--- src/rtl/data_c_pipe_share_arb.sv ---
// Round-robin front/back end that shares one in-order data_c pipeline among NUM requesters.
// Issue beats are tagged with their source in a FIFO so in-order returns can be steered back.
module data_c_pipe_share_arb #(
    parameter int NUM     = 4,
    parameter int DSIZE   = 32,
    parameter int MAX_OUT = 8
) (
    input  logic                               clock,
    input  logic                               rst,
    input  logic [NUM-1:0]                     req_valid,
    input  logic [NUM-1:0][DSIZE-1:0]          req_data,
    output logic [NUM-1:0]                     req_ready,
    output logic                               pipe_in_valid,
    output logic [DSIZE-1:0]                   pipe_in_data,
    input  logic                               pipe_in_ready,
    input  logic                               pipe_out_valid,
    input  logic [DSIZE-1:0]                   pipe_out_data,
    output logic                               pipe_out_ready,
    output logic [NUM-1:0]                     rsp_valid,
    output logic [DSIZE-1:0]                   rsp_data,
    input  logic [NUM-1:0]                     rsp_ready,
    output logic [$clog2(MAX_OUT+1)-1:0]       outstanding,
    output logic                               err_orphan
);

    localparam int TW = $clog2(NUM);
    localparam int CW = $clog2(MAX_OUT + 1);
    localparam int AW = (MAX_OUT > 1) ? $clog2(MAX_OUT) : 1;

    logic [TW-1:0]    last;
    logic             grant_any;
    logic [TW-1:0]    grant_idx;
    logic             credit_ok;
    logic             issue_free;
    logic             accept;

    logic             issue_vld_p1;
    logic [DSIZE-1:0] issue_data_p1;

    logic [TW-1:0]    tag_mem [MAX_OUT];
    logic [AW-1:0]    wr_ptr;
    logic [AW-1:0]    rd_ptr;
    logic [TW-1:0]    head;
    logic             tag_ne;
    logic             pop;
    logic [CW-1:0]    out_cnt;
    logic             orphan;

    function automatic logic [AW-1:0] ptr_inc(input logic [AW-1:0] p);
        return (p == AW'(MAX_OUT - 1)) ? '0 : p + AW'(1);
    endfunction

    // Stage p0: combinational round-robin grant from the registered pointer
    always_comb begin
        logic [TW-1:0] cand;
        cand      = '0;
        grant_any = 1'b0;
        grant_idx = '0;
        for (int i = 1; i <= NUM; i++) begin
            cand = TW'((int'(last) + i) % NUM);
            if (!grant_any && req_valid[cand]) begin
                grant_any = 1'b1;
                grant_idx = cand;
            end
        end
    end

    // Credit uses the registered count only, so a same-cycle return never frees a slot early.
    assign credit_ok  = (out_cnt < CW'(MAX_OUT));
    assign issue_free = !issue_vld_p1 || pipe_in_ready;
    assign accept     = !rst && grant_any && credit_ok && issue_free;

    always_comb begin
        req_ready = '0;
        if (accept) begin
            req_ready[grant_idx] = 1'b1;
        end
    end

    // Return steering: the tag FIFO head names the owner of the oldest in-flight beat.
    assign head   = tag_mem[rd_ptr];
    assign tag_ne = (out_cnt != '0);

    assign pipe_out_ready = tag_ne && rsp_ready[head];
    assign pop            = pipe_out_valid && pipe_out_ready;
    assign rsp_data       = pipe_out_data;

    always_comb begin
        rsp_valid = '0;
        if (!rst && pipe_out_valid && tag_ne) begin
            rsp_valid[head] = 1'b1;
        end
    end

    // Stage p1: issue register and bookkeeping (control state only is reset)
    always_ff @(posedge clock or posedge rst) begin
        if (rst) begin
            issue_vld_p1 <= 1'b0;
            last         <= TW'(NUM - 1);
            wr_ptr       <= '0;
            rd_ptr       <= '0;
            out_cnt      <= '0;
            orphan       <= 1'b0;
        end else begin
            if (accept) begin
                issue_vld_p1 <= 1'b1;
                last         <= grant_idx;
                wr_ptr       <= ptr_inc(wr_ptr);
            end else if (pipe_in_ready) begin
                issue_vld_p1 <= 1'b0;
            end

            if (pop) begin
                rd_ptr <= ptr_inc(rd_ptr);
            end

            case ({accept, pop})
                2'b10:   out_cnt <= out_cnt + CW'(1);
                2'b01:   out_cnt <= out_cnt - CW'(1);
                default: out_cnt <= out_cnt;
            endcase

            if (pipe_out_valid && !tag_ne) begin
                orphan <= 1'b1;
            end
        end
    end

    // Stage p1 payload: held while stalled because it only loads on acceptance
    always_ff @(posedge clock) begin
        if (accept) begin
            issue_data_p1   <= req_data[grant_idx];
            tag_mem[wr_ptr] <= grant_idx;
        end
    end

    assign pipe_in_valid = issue_vld_p1;
    assign pipe_in_data  = issue_data_p1;
    assign outstanding   = out_cnt;
    assign err_orphan    = orphan;

endmodule
--- config.mk ---
export PLATFORM = sky130hd
export DESIGN_NAME = data_c_pipe_share_arb
export DESIGN_NICKNAME = d
export VERILOG_FILES = /design/src/rtl/data_c_pipe_share_arb.sv
export SDC_FILE = /design/constraint.sdc
export NUM_CORES = 1
export LEC_CHECK = 0
export ABC_AREA = 0
export CAP_MARGIN = 25
export CORE_MARGIN = 2
export CORE_UTILIZATION = 30
export CTS_CLUSTER_DIAMETER = 200
export DETAILED_ROUTE_END_ITERATION = 6
export DONT_BUFFER_PORTS = 1
export SETUP_SLACK_MARGIN = 0.3
export SYNTH_ARGS = -nofsm -noshare
export SYNTH_HDL_FRONTEND = slang
export SYNTH_SLANG_ARGS = --single-unit
--- constraint.sdc ---
create_clock -name clock -period 4 [get_ports clock]
set_input_delay 0.2 -clock clock [delete_from_list [all_inputs] [get_ports clock]]
set_output_delay 0.2 -clock clock [all_outputs]
set_load 0.1 [all_outputs]
==> reports/qor.csv <==
stage,metric,value,unit
power_and_ir_drop,leakage,1.70,nW
routing,initial detailed-routing violation count,162,
sta,slew at the pin closest to its max-slew limit,0.977,ns
placed_design,routability cong.,0.866,
routing,wire per inst,21.0,um
synth,Yosys warning total,0,
hold_path,origin of the worst min-delay path,req_valid[0],
worst_setup_path,R2R setup slack,0.61,ns
hold_path,Hold WC Path Type,input pin to register,
cts,"Hold-fix buffers, CTS",3,
layout,layout cells sized above 1,0.156,
worst_setup_path,WP data required,4.21,ns
routing,Vias,2898,
sta,Tmin final,3.39,ns
global_routing,number of global-route vias before repair,2733,
cts,CTS sink cnt,62,
global_routing,first-pass GRT wire length,16300,um
synth,area fraction in compound gates after synthesis,0.0754,
synth,Post-Synth XOR/XNOR Area,0.00938,
sta,final period utilization,0.848,
synth,Post-Syn Instances,397,
layout,"commonest non-fill, non-tap cell in the layout",nand2_1,
synth,number of synthesized register bits,62,
synth,"Avg Cell Area, Syn",9.41,um2
routing,Via density,5.30,
layout,# fillers,1224,
synth,Adder-Cell Fraction of Synth Area,0.0288,
placed_design,IO buf count,0,
die,num rows,40,
cts,CTS buffer count,9,
worst_setup_path,worst-path fanout max,9,
power_and_ir_drop,sw frac,0.526,
sta,slack of the critical path,0.607,ns
synth,register area share after synthesis,0.480,
cts,H-tree Lvls,3,
worst_setup_path,CP arrival,3.61,ns
die,I/O pin cnt,251,
hold_path,hold path cells,2,
die,Die Span X,116,um
power_and_ir_drop,PwrDens,999,nW/um2
sta,Max-Slew Margin vs Limit,0.350,
flow_run,# Max-Cap Violations,0,
worst_setup_path,reg2reg start,rd_ptr[0]$_DFFE_PP0P_,
power_and_ir_drop,Max rail drop VDD,392,uV
layout,cell area after layout,4160,um2
power_and_ir_drop,cell-internal power,1.97,mW
global_routing,initial antenna violation count,0,
hold_path,Worst Hold Path EP,pipe_in_valid$_DFFE_PP0P_,
power_and_ir_drop,sequential fraction of design power,0.426,
routing,DRC Markers,0,
cts,post_cts resized,0,
die,Initial Util,0.310,
layout,Syn-to-layout area delta,11.3,%
power_and_ir_drop,clock share of power,0.174,
worst_setup_path,kind of critical path,register to register,
routing,Post-Route WL,11500,um
synth,top cell type's share of synthesized area,0.386,
routing,Detail Route Antenna Nets,0,
worst_setup_path,r2r endpoint,outstanding[3]$_DFFE_PP0P_,
synth,"Cell Area, Synth",3730,um2
power_and_ir_drop,combinational power share,0.400,
synth,main combinational cell family by area after synthesis,simple AND/OR/NAND/NOR gates,
sta,setup violators final,0,
cts,clk slew on worst S/H paths,0.06,ns
routing,first drt pass iteration count,6,
synth,post-synthesis simple-gate area fraction,0.241,
synth,number of synthesized flops with an enable pin,48,
worst_setup_path,Worst setup SP type,register,
global_routing,GRT Util Overall,0.165,
placed_design,placed cell area,3850,um2
cts,CTS tree,built,
synth,post-synthesis mux area share,0.0677,
status,status,"finished, final reports clean",
sta,Final Hold Vio Count,0,
cts,Post-CTS Setup Repair Bufs,0,
layout,most frequent cells in the layout,"nand2_1, edfxtp_1, and3_1",
synth,Syn Nets,577,
worst_setup_path,Crit. End Element,register,
global_routing,"Remaining Overflow, GRT",0,
sta,Max Freq,295,MHz
cts,root buffer cell,clkbuf_16,
die,die height,116,um
synth,main area contributors after synthesis,"edfxtp_1, nand2_1, dfrtp_1, buf_4, and3_1",
synth,number of distinct library cells after synthesis,39,
global_routing,largest net degree at the start of global routing,68,
layout,fin nets,554,
die,Core ar.,12100,um2
cts,Longest Clk Path Bufs,2,
placed_design,Detail Placement HPWL,8730,um
sta,worst clock skew,0.00881,ns
sta,RSZ-0062 raised after global routing,no,
die,Die Area,13400,um2
sta,TNS Setup,0,ns
synth,Main synth FF type,edfxtp_1,
sta,max-slew violation count,0,
synth,cell taking the most area after synthesis,edfxtp_1,
power_and_ir_drop,Sw Pwr,2.18,mW
placed_design,Place WS,0.600,ns
layout,n_diodes,0,
synth,fraction of registers with async set/reset,0.226,
cts,clock latency at the later pin of the worst-skew pair,0.33,ns
worst_setup_path,Reg2Reg Depth,12,
==> stage by stage <==
step	power, mW	utilization	hold WS [ns]	std cells
3_5_place_dp	3.46	0.320	0.180	528
6_report	4.15	0.345	0.0226	547
4_1_cts	4.20	0.345	0.00929	547
3_3_place_gp	3.41	0.320	0.179	528
2_1_floorplan	3.18	-	0.0878	397
5_1_grt	4.39	0.345	0.0466	547
==> worst max-delay path: stages, from the launching register on <==
cell,delay [ns]
dfrtp_1,0.59
mux2_1,0.35
mux4_2,0.50
mux4_2,0.49
nand2b_4,0.13
inv_2,0.04
ha_1,0.20
ha_1,0.28
a21o_1,0.17
a21oi_1,0.18
xnor2_1,0.14
nor2_1,0.07
xor2_1,0.14
==> layout make-up <==
cell class / instances / area (um2) / area share
timing repair buffer: 21 / 213 / 0.0512
tap: 168 / 210 / 0.0506
sequential: 62 / 1790 / 0.432
clock buffer: 9 / 225 / 0.0542
clock inverter: 7 / 47.5 / 0.0114
multi-input combinational: 272 / 1640 / 0.394
inverter: 8 / 30.0 / 0.00722
==> Yosys cell counts (3+ instances only) <==
cell,instances
buf_4,32
edfxtp_1,48
nand2b_1,3
dfrtp_1,12
inv_2,4
a31oi_1,32
nand2_1,137
a21o_1,3
nor3_1,7
a21oi_1,3
mux2_1,3
inv_1,4
mux2_4,6
ha_1,7
clkbuf_1,20
nor2_1,7
and3_1,33
nor2b_1,4
==> flip-flops by register name, summed over array words and instances (netlist names) <==
name	count
pipe_in_data	32
tag_mem	16
outstanding	4
rd_ptr	3
wr_ptr	3
last	2
err_orphan	1
pipe_in_valid	1
==> metal layers <==
layer,vias to the layer above,GRT usage,wire length (um)
met5,-,0,0
met1,1394,0.174,4000
met3,14,0.0785,1270
li1,1310,-,-
met4,0,0.0482,166
met2,180,0.295,6070
==> kinds of logic (layout without fill, tap and decap cells) <==
| group | after synthesis | count (layout) |
|---|---|---|
| simple gates | 200 | 200 |
| buf+inv | 63 | 45 |
| flops | 62 | 62 |
| compound gates | 44 | 44 |
| mux | 16 | 16 |
| fa+ha+maj | 8 | 8 |
| xor+xnor | 4 | 4 |
==> power by group through the flow <==
stage / combinational [mW] / sequential (mW) / clock (mW)
after floorplan: 1.28 / 1.91 / 0
after global placement: 1.64 / 1.78 / 0
after detailed placement: 1.68 / 1.78 / 0
after CTS: 1.68 / 1.77 / 0.739
after global routing: 1.82 / 1.79 / 0.778
final: 1.66 / 1.77 / 0.723
==> worst max-delay path by stage <==
stage,cells past startpoint,start,slack [ns],end
2_1_floorplan,6,last[0]$_DFFE_PP1P_,0.02,req_ready[0]
3_3_place_gp,12,rd_ptr[0]$_DFFE_PP0P_,0.66,outstanding[3]$_DFFE_PP0P_
3_5_place_dp,12,rd_ptr[0]$_DFFE_PP0P_,0.60,outstanding[3]$_DFFE_PP0P_
4_1_cts,12,rd_ptr[0]$_DFFE_PP0P_,0.59,outstanding[3]$_DFFE_PP0P_
5_1_grt,12,rd_ptr[0]$_DFFE_PP0P_,0.46,outstanding[3]$_DFFE_PP0P_
6_report,12,rd_ptr[0]$_DFFE_PP0P_,0.61,outstanding[3]$_DFFE_PP0P_
No activity file was read; power rests on OpenSTA's default activity.
